**src/rtl/deser_pkg.sv**
```systemverilog
// -----------------------------------------------------------------------------
// deser_pkg
// Shared definitions for the deser_param deserializer and its output slot.
//   - bit_order_e : which end of the word the first received serial bit lands in
//   - PARITY_EN   : 1 when the build carries a trailing even-parity bit per frame
//   - frame_len() : serial bits per frame for a given word width
//   - cnt_width() : bit counter width able to hold 0..frame_len()
// Build option: define DESER_PARITY_EN to append a parity bit to every frame.
// -----------------------------------------------------------------------------
package deser_pkg;

  typedef enum logic {
    ORDER_LSB_FIRST = 1'b0,
    ORDER_MSB_FIRST = 1'b1
  } bit_order_e;

`ifdef DESER_PARITY_EN
  localparam bit PARITY_EN = 1'b1;
`else
  localparam bit PARITY_EN = 1'b0;
`endif

  // Serial bits that make up one frame: the data bits, plus the parity bit
  // when parity is built in.
  function automatic int frame_len(input int width);
    return PARITY_EN ? width + 1 : width;
  endfunction

  function automatic int cnt_width(input int width);
    return $clog2(frame_len(width) + 1);
  endfunction

endpackage

```
**src/rtl/deser_out_slot.sv**
```systemverilog
// -----------------------------------------------------------------------------
// deser_out_slot
// Single-entry valid/ready output register for the deserializer.
//
// Handshake: o_vld=1 means o_word holds a word the consumer has not taken yet;
// the word is taken on a rising edge where o_vld=1 and i_rdy=1. i_rdy is
// ignored while o_vld=0. The slot counts as free when it is empty or is being
// emptied in the same cycle, so a new word can replace a departing one with
// no bubble.
//
// Ports:
//   clk        in   rising-edge clock
//   rst_b      in   asynchronous active-low reset
//   i_load     in   a completed word is offered this cycle
//   i_word     in   the completed word
//   i_par_err  in   parity result belonging to i_word
//   i_rdy      in   consumer ready
//   i_flush    in   clears the sticky overrun flag (word state is kept)
//   o_word     out  last accepted word, held until replaced
//   o_vld      out  o_word is unconsumed
//   o_par_err  out  parity result loaded together with o_word
//   o_overrun  out  sticky: an offered word was dropped because the slot was full
// -----------------------------------------------------------------------------
module deser_out_slot #(
  parameter int WIDTH = 8
) (
  input  logic             clk,
  input  logic             rst_b,
  input  logic             i_load,
  input  logic [WIDTH-1:0] i_word,
  input  logic             i_par_err,
  input  logic             i_rdy,
  input  logic             i_flush,
  output logic [WIDTH-1:0] o_word,
  output logic             o_vld,
  output logic             o_par_err,
  output logic             o_overrun
);

  logic [WIDTH-1:0] r_word;
  logic             r_vld;
  logic             r_par_err;
  logic             r_overrun;

  logic             w_free;
  logic             w_take;
  logic             w_drop;

  assign w_free = !r_vld || i_rdy;
  assign w_take = i_load && w_free;
  assign w_drop = i_load && !w_free;

  always_ff @(posedge clk or negedge rst_b) begin
    if (!rst_b) begin
      r_word    <= '0;
      r_vld     <= 1'b0;
      r_par_err <= 1'b0;
    end else if (w_take) begin
      r_word    <= i_word;
      r_vld     <= 1'b1;
      r_par_err <= i_par_err;
    end else if (r_vld && i_rdy) begin
      // Consumed with nothing to replace it; the word value stays visible.
      r_vld <= 1'b0;
    end
  end

  // Flush never coincides with a load (the top discards the bit), so the
  // clear and the set cannot fight.
  always_ff @(posedge clk or negedge rst_b) begin
    if (!rst_b) begin
      r_overrun <= 1'b0;
    end else if (i_flush) begin
      r_overrun <= 1'b0;
    end else if (w_drop) begin
      r_overrun <= 1'b1;
    end
  end

  assign o_word    = r_word;
  assign o_vld     = r_vld;
  assign o_par_err = r_par_err;
  assign o_overrun = r_overrun;

endmodule

```
**src/rtl/deser_param.sv**
```systemverilog
// -----------------------------------------------------------------------------
// deser_param
// Parametrised serial-to-parallel deserializer. Qualified serial bits are
// shifted into a buffer; when a full frame has been accepted the word is
// offered to a single-entry valid/ready output slot. A full slot drops the
// new word and raises the sticky overrun flag. flush aborts a partial word.
//
// Build option: DESER_PARITY_EN appends an even-parity bit to each frame. The
// parity bit is checked but not stored; parity_err reports the result for
// the word on word_out. Without the option parity_err is tied to 0.
//
// Parameters:
//   WIDTH      word width, 2..32
//   MSB_FIRST  1: first received bit lands in word_out[WIDTH-1]
//              0: first received bit lands in word_out[0]
//
// Ports:
//   clk         in   rising-edge clock
//   rst_b       in   asynchronous active-low reset
//   bit_in      in   serial data bit, sampled when bit_vld=1
//   bit_vld     in   qualifies bit_in
//   flush       in   synchronous abort of the partial word
//   word_out    out  last completed word, held until replaced
//   word_vld    out  word_out holds an unconsumed word
//   word_rdy    in   consumer accepts word_out when word_vld=1
//   overrun     out  sticky: a completed word was dropped
//   parity_err  out  parity result for word_out
// -----------------------------------------------------------------------------
module deser_param
  import deser_pkg::*;
#(
  parameter int WIDTH     = 8,
  parameter bit MSB_FIRST = 1'b1
) (
  input  logic             clk,
  input  logic             rst_b,
  input  logic             bit_in,
  input  logic             bit_vld,
  input  logic             flush,
  output logic [WIDTH-1:0] word_out,
  output logic             word_vld,
  input  logic             word_rdy,
  output logic             overrun,
  output logic             parity_err
);

  localparam int         FRAME = frame_len(WIDTH);
  localparam int         CNT_W = cnt_width(WIDTH);
  localparam bit_order_e ORDER = MSB_FIRST ? ORDER_MSB_FIRST : ORDER_LSB_FIRST;

  logic [WIDTH-1:0] r_buf;
  logic [CNT_W-1:0] r_cnt;

  logic             w_accept;
  logic             w_last;
  logic             w_store;
  logic             w_complete;
  logic [WIDTH-1:0] w_shifted;
  logic [WIDTH-1:0] w_word;
  logic             w_par_err;

  // A bit that arrives together with flush is discarded.
  assign w_accept   = bit_vld && !flush;
  assign w_last     = (r_cnt == CNT_W'(FRAME - 1));
  assign w_complete = w_accept && w_last;

  generate
    if (ORDER == ORDER_MSB_FIRST) begin : g_msb_first
      assign w_shifted = {r_buf[WIDTH-2:0], bit_in};
    end else begin : g_lsb_first
      assign w_shifted = {bit_in, r_buf[WIDTH-1:1]};
    end
  endgenerate

`ifdef DESER_PARITY_EN
  // The last bit of a frame is the parity bit: it is folded into the check
  // but never shifted in, so the buffer already holds the finished word.
  assign w_store   = w_accept && !w_last;
  assign w_word    = r_buf;
  assign w_par_err = (^r_buf) ^ bit_in;
`else
  // The last bit is a data bit, so the offered word is the post-shift value.
  assign w_store   = w_accept;
  assign w_word    = w_shifted;
  assign w_par_err = 1'b0;
`endif

  always_ff @(posedge clk or negedge rst_b) begin
    if (!rst_b) begin
      r_buf <= '0;
      r_cnt <= '0;
    end else if (flush) begin
      r_buf <= '0;
      r_cnt <= '0;
    end else if (w_accept) begin
      if (w_store) begin
        r_buf <= w_shifted;
      end
      // The buffer is not cleared on completion; the next frame overwrites it.
      r_cnt <= w_last ? '0 : r_cnt + CNT_W'(1);
    end
  end

  deser_out_slot #(
    .WIDTH (WIDTH)
  ) u_out_slot (
    .clk       (clk),
    .rst_b     (rst_b),
    .i_load    (w_complete),
    .i_word    (w_word),
    .i_par_err (w_par_err),
    .i_rdy     (word_rdy),
    .i_flush   (flush),
    .o_word    (word_out),
    .o_vld     (word_vld),
    .o_par_err (parity_err),
    .o_overrun (overrun)
  );

endmodule

```
**config.mk**
```make
export PLATFORM = sky130hd
export DESIGN_NAME = deser_param
export DESIGN_NICKNAME = d
export VERILOG_FILES = /design/src/rtl/deser_pkg.sv /design/src/rtl/deser_out_slot.sv /design/src/rtl/deser_param.sv
export SDC_FILE = /design/constraint.sdc
export NUM_CORES = 1
export LEC_CHECK = 0
export CAP_MARGIN = 10
export CORE_AREA = 10 10 59 61
export CTS_BUF_LIST = sky130_fd_sc_hd__clkbuf_8
export CTS_CLUSTER_SIZE = 8
export DETAILED_ROUTE_END_ITERATION = 16
export DIE_AREA = 0 0 69 71
export HOLD_SLACK_MARGIN = 0.03
export PLACE_DENSITY_LB_ADDON = 0.12
export SYNTH_ARGS = -nofsm -noshare
export SYNTH_HDL_FRONTEND = slang
export SYNTH_SLANG_ARGS = --single-unit
```
**constraint.sdc**
```tcl
create_clock -name clk -period 4.73 [get_ports clk]
set_input_delay 0.946 -clock clk [delete_from_list [all_inputs] [get_ports clk]]
set_output_delay 0.946 -clock clk [all_outputs]
set_load 0.1 [all_outputs]
```
Yosys cells after proc, flatten, opt, wreduce, memory -nomap -nowiden
Cells that the tools add are included.

$add $sub $neg: 1. Equal/unequal tests: 1. Mux-type cells: 9. Reduce and logical (&&, ||, !) cells: 12.

Operators with widths (count): 7-bit two-way mux (2); 4-bit two-way mux (3); 2-bit nonzero test (3); 1-bit logical AND (5); 4-bit by 1-bit adder with 4-bit output (second input constant) (1); 4-bit by 3-bit == test with 1-bit output (second input constant) (1); 1-bit two-way mux (4); 1-bit logical NOT (3); 1-bit logical OR (1).

Register bits after elaboration: 21. Input bits: 6. Output and inout port bits: 11. Word-level logic and storage cells: 28.

Depth between registers and ports, before layout
Gate-level depths: netlist of run 1.

Depth after elaboration: 6. Depth in mapped cells: 5. Gate-level depth less buffers: 4.

Cells and area by module
Synthesis of run 1 repeated with hierarchy kept, for this count alone.

Cells, all modules: 69. Area, all modules: 934.6 sq um.

By module, submodules not included: deser_param (instances 1, cells an instance 43, area an instance 511.7 sq um); deser_out_slot (instances 1, cells an instance 26, area an instance 422.9 sq um).

Worst setup path after synthesis of run 1
Ideal clock, no wire load.

Kind: input to register. Start point: input port flush. End point: register u_out_slot.r_word[0] (netlist: u_out_slot.o_word[0]). Arrival time: 1764 ps. Path slack: 2840 ps. Stages: 4. Buffers on the path: 1. Cells stage by stage: nor3b_2 > and4_1 > buf_6 > mux2_4.

Longest elaborated chain between the ends: 4.

Ends and longest elaborated chain: from (decl) (RTL line deser_param.sv:39) `input logic flush,`; 1-bit logical NOT (RTL line deser_param.sv:63) `assign w_accept = bit_vld && !flush;`; 1-bit logical AND (RTL line deser_param.sv:63); 1-bit logical AND (RTL line deser_param.sv:65) `assign w_complete = w_accept && w_last;`; 1-bit logical AND (RTL line deser_out_slot.sv:50) `assign w_take = i_load && w_free;`; to (signal assigned) (RTL line deser_out_slot.sv:59) `r_word <= i_word;`; to (decl) (RTL line deser_out_slot.sv:40) `logic [WIDTH-1:0] r_word;`.

Every way passes these cells. A chain may end at the register's enable or synchronous reset.

Worst setup path after layout of run 1
Start point: register u_out_slot.r_word[2] (netlist: u_out_slot.o_word[2]). End point: output port word_out[2].

RTL lines: to (decl) (RTL line deser_param.sv:40) `output logic [WIDTH-1:0] word_out,`.

No word-level cell between the ends.

==> results of run 1 <==
[routing by layer]
metal  routed length, um  GRT usage (%)  vias up  part of all wire, %
li1                    -              -      259                    -
met5                   0              0        -                    0
met1                 757          8.132      266                   47
met2                 736          10.87       12                   45
met4                  13          2.685        0                 0.80
met3                 116          3.487        2                  7.1
[cell type report]
cell class,instances,area share (%)
inverter,1,0.3363
sequential,21,47.09
clock inverter,1,0.4484
multi-input combinational,43,31.61
tap,30,3.363
timing repair buffer,15,13.45
clock buffer,3,3.700
[logic make-up (layout without fill, tap and decap cells)]
family | after synthesis | in the layout | share of synthesized area [%]
adder cells (fa/ha/maj) | 1 | 1 | 1.375
XOR/XNOR | 1 | 1 | 0.9630
other | 1 | 1 | 0.4123
multiplexers | 16 | 16 | 22.01
buffers and inverters | 5 | 20 | 3.438
AO/OA/AOI/OAI | 3 | 3 | 1.789
flip-flops | 21 | 21 | 57.77
AND/OR/NAND/NOR | 21 | 21 | 12.24
[report_power, final]
group | switching (mW) | internal, mW
Clock | 0.0543 | 0.0585
Sequential | 0.00210 | 0.182
Combinational | 0.0135 | 0.00791
Total | 0.0699 | 0.248
[sequential cells by signal, indices dropped and copies added (netlist names)]
signal / flops
u_out_slot.o_vld: 1
r_buf: 7
u_out_slot.o_word: 8
r_cnt: 4
u_out_slot.o_overrun: 1
[stage by stage]
step	area, um^2	power [mW]
after floorplan	909.6	0.1997
after global placement	1070	0.2091
after detailed placement	1070	0.2092
after CTS	1116	0.3255
after global routing	1116	0.3362
final	1116	0.3181
[worst paths after layout]
path                                        end  slack, ns                 start  cells past startpoint
setup / recovery                    word_out[2]       2.02  u_out_slot.o_word[2]                      1
hold / removal             u_out_slot.o_word[7]       0.51              r_buf[6]                      1
setup reg to reg           u_out_slot.o_word[2]       2.91              r_cnt[0]                      4
hold reg to reg            u_out_slot.o_word[7]       0.51              r_buf[6]                      1
max in group asynchronous  u_out_slot.o_word[3]       2.95                 rst_b                      1
min in group asynchronous              r_buf[6]       1.21                 rst_b                      1
[cells in the final DEF, fill, tap and decap left out, types with 2 or more instances in the layout]
master and instances:
clkdlybuf4s50_1 15, nand3b_1 2, mux2_4 8, clkbuf_8 3
mux2i_1 8, nand2b_1 2, dfrtp_1 21, nor2_1 9
a21oi_1 2, nand2_1 3
==> impl_metrics.ini, run 1 <==
[clocking]
clockBufferDepth = 2
path_clk_slew_ns = 0.07
insertion_delay_ns = 0.25
root_buffer = clkbuf_8
htree_levels = 1
hold_buffers = 0
post_cts_buffers = 0
cts_sinks = 21
cts_tree = done
cts_resized = 0
cts_inserted_buffers = 3

[sta]
setup_viol = 0
worst_pin_slew_ns = 0.9724
worst_hold_slack_ns = 0.5122
setup_tns_ns = 0
finalClockSkew_ns = 0.002194
fmax_ghz = 0.3696
min_period_over_period_pct = 57.20
rsz0062_at_grt = no
setup_ws_ns = 2.025
final_hold_viol_count = 0
slew_viol_final = 0
period_minus_slack_ns = 2.705
relSlewSlack_pct = 34.97

[logic_synthesis]
seq_area_frac_synth_pct = 57.77
ys_types = 22
synth.avg_cell_area_um2 = 13.18
yosysWarnings = 0
ys.flop_type = dfrtp_1
synth_edf_count = 0
synthArstFlopShare_pct = 100.0
synth_top_cell_by_area = dfrtp_1
synth_top_cell_area_share_pct = 57.77
yosysMostFrequentCell = dfrtp_1
ys_seq_elements = 21
synth_cells = 69
syn-cell-area_um2 = 909.6
synth_nets = 76
synth_common_cells = 21 x dfrtp_1, 9 x nor2_1, 8 x mux2_4, 8 x mux2i_1, 3 x nand2_1
synthTopCellsByArea = dfrtp_1 58%, mux2_4 13%, mux2i_1 8.8%

[critical_path]
cp-start-kind = flop
cp.required_ns = 3.78
worstSetupPathType = flop to output pin
cp_max_fo = 2
cp-end-kind = output pin
path_cells = clkdlybuf4s50_1
cpLargestDelayFamily = buffers and inverters
path_buf_inv = 1
slowest_stage = clkdlybuf4s50_1
cp.arrival_ns = 1.76
slowest_delay_ns = 1.14

[grt]
grt_usage_pct = 7.022
grt_pass1_wl_um = 2918
antenna_found_initial = 0
grt_pass1_vias = 601
grt_max_degree = 22
grt-ovfl-total = 0

[min_path]
hp-class = flop to flop

[pwr]
cellPowerDensity_nw_per_um2 = 285.0
p_leak_nw = 0.5235
ir_worst_vdd_uv = 175.4

[floorplanning]
die_area_um2 = 4899
die_y_um = 71
ios = 17
row_count = 18
die_w_um = 69
core_um2 = 2387
start_util_pct = 38.10

[detailed_routing]
drt-wirelength-per-cell_um = 14.24
antenna_left = 0
viasPerCell = 4.728
drc = 0
vias = 539
drt_iter0_drc = 16
finalWirelength_um = 1623
first_pass_iters = 4

[outcome]
outcome = finished clean

[cells_and_area]
layoutNonFillerInstCount = 114
fill_cells = 242
area_growth_pct = 22.70
multiInputGateArea_um2 = 352.8
insertedDiodeCount = 0
drive_above_1_share_pct = 15.48
fin_nets = 92
finish.utilization_pct = 46.75
register_area_um2 = 525.5

[placement]
hpwl_um = 1116
dp.cells = 110
place_congestion = 0.7261
portBuffers = 15
post-place-ws_ns = 1.734

[flow_run]
drv_cap = 0
(Power assumes the default switching activity.)
==> inputs of run 2 (changes only) <==
clock period = 2.15 ns   (was 4.73 ns; I/O delays follow)
==> run 2 against run 1 <==
Net effect:
- largest power group unchanged
- flip-flop and latch count stayed put
- cell count increased by 4.4%
- non-clock buffer count increased by 5
- clock power up 120%
- sequential share of layout area shrank 1.0 points
- routed wire length rose by 5.9%
- total power rose by 120%
- worst hold slack worse by 0.0011 ns
- register-to-register slack lost 2.4 ns
- critical endpoint is now u_out_slot.o_word[1]
- combinational power rose by 150%
- first-iteration DRC count grew 38%
==> impl_metrics.ini, run 2 (synthesis gave the netlist of run 1 again) <==
[detailed_routing]
antenna_left = 0
drt-wirelength-per-cell_um = 14.45
finalWirelength_um = 1719
drc = 0
vias = 550
viasPerCell = 4.622
drt_iter0_drc = 22
first_pass_iters = 3

[critical_path]
slowest_stage = clkdlybuf4s50_1
path_buf_inv = 2
crit_cells = 5
cp.required_ns = 2.29
cp-end-kind = flop
cp.arrival_ns = 1.78
reg2reg_depth = 5
slowest_delay_ns = 0.43
cpLargestDelayFamily = buffers and inverters
cp_max_fo = 8
worstSetupPathType = primary input to flop
path_cells = clkdlybuf4s50_1 -> nor3b_2 -> and4_1 -> buf_12 -> mux2_4
cp-start-kind = primary input

[placement]
place_congestion = 0.6434
dp.cells = 115
portBuffers = 15
hpwl_um = 1239

[sta]
slew_viol_final = 0
final_hold_viol_count = 0
min_period_over_period_pct = 76.30
rsz0062_at_grt = no
finalClockSkew_ns = 0.003109
setup_tns_ns = 0
period_minus_slack_ns = 1.640
setup_viol = 0
fmax_ghz = 0.6096

[flow_run]
drv_cap = 0

[cells_and_area]
layoutNonFillerInstCount = 119
largest_reg_flops = 8
fill_cells = 238
insertedDiodeCount = 0
fin_nets = 97
area_growth_pct = 25.45
drive_above_1_share_pct = 31.46
mostFrequentLayoutCells = 21 x dfrtp_1, 14 x buf_4, 9 x nor2_1, 8 x mux2_4, 8 x mux2i_1
final_common_cell = dfrtp_1

[clocking]
root_buffer = clkbuf_8
insertion_delay_ns = 0.26
htree_levels = 1
cts_resized = 0
clockBufferDepth = 2
cts_sinks = 21
cts_inserted_buffers = 3
post_cts_buffers = 0
path_clk_slew_ns = 0.08
cts_tree = done
hold_buffers = 0

[floorplanning]
ios = 17
die_area_um2 = 4899
die_y_um = 71
core_um2 = 2387
die_w_um = 69
start_util_pct = 38.10
row_count = 18

[pwr]
p_leak_nw = 0.5715
cellPowerDensity_nw_per_um2 = 622.7
finalPower_mw = 0.7105
ir_worst_vdd_uv = 436.7

[grt]
grt_pass1_wl_um = 3001
antenna_found_initial = 0
grt_max_degree = 22
grt_pass1_vias = 617
grt-ovfl-total = 0
grt_usage_pct = 7.465

[min_path]
hp-class = primary input to asynchronous set/reset pin

[outcome]
outcome = finished clean
-- run 2: path summary, 6_finish.rpt --
path / from / endpoint / slack [ns]
setup reg to reg: r_cnt[0] / u_out_slot.o_word[1] / 0.53
max in group asynchronous: rst_b / u_out_slot.o_word[1] / 1.42
hold reg to reg: r_buf[6] / u_out_slot.o_word[7] / 0.51
min in group clk: r_buf[6] / u_out_slot.o_word[7] / 0.51
hold / removal: rst_b / u_out_slot.o_vld / 0.51
setup / recovery: flush / u_out_slot.o_word[1] / 0.51
-- run 2: report_power, final --
group	switching, mW	internal [mW]
clock network	0.125	0.129
registers	0.00423	0.400
logic	0.0313	0.0218
total	0.160	0.550
-- run 2: final cells by class --
class	count	area [um^2]	area share, %
repair buffers	20	175.2	15.35
flip-flops and latches	21	525.5	46.05
well taps	30	37.54	3.289
clock inverters	1	5.005	0.4386
clock buffers	3	41.29	3.618
multi-input cells	43	352.8	30.92
inverters	1	3.754	0.3289
-- run 2: layer usage --
| layer | track usage (%) | wire length, um | vias up |
|---|---|---|---|
| met5 | 0 | 0 | - |
| met4 | 3.356 | 22 | 0 |
| met3 | 3.068 | 108 | 4 |
| met2 | 10.98 | 791 | 12 |
| met1 | 9.304 | 796 | 261 |
| li1 | - | - | 273 |
-- run 2: metrics by stage --
| step | worst slack (ns) | utilization [%] | instance area [um^2] | hold WS [ns] |
|---|---|---|---|---|
| after floorplan | 0.2838 | - | 909.6 | 0.1344 |
| after global placement | 0.2477 | 45.86 | 1095 | 0.4922 |
| after detailed placement | 0.2194 | 45.86 | 1095 | 0.4994 |
| after CTS | 0.5053 | 47.80 | 1141 | 0.5150 |
| after global routing | 0.3753 | 47.80 | 1141 | 0.5210 |
| final | 0.5096 | 47.80 | 1141 | 0.5111 |
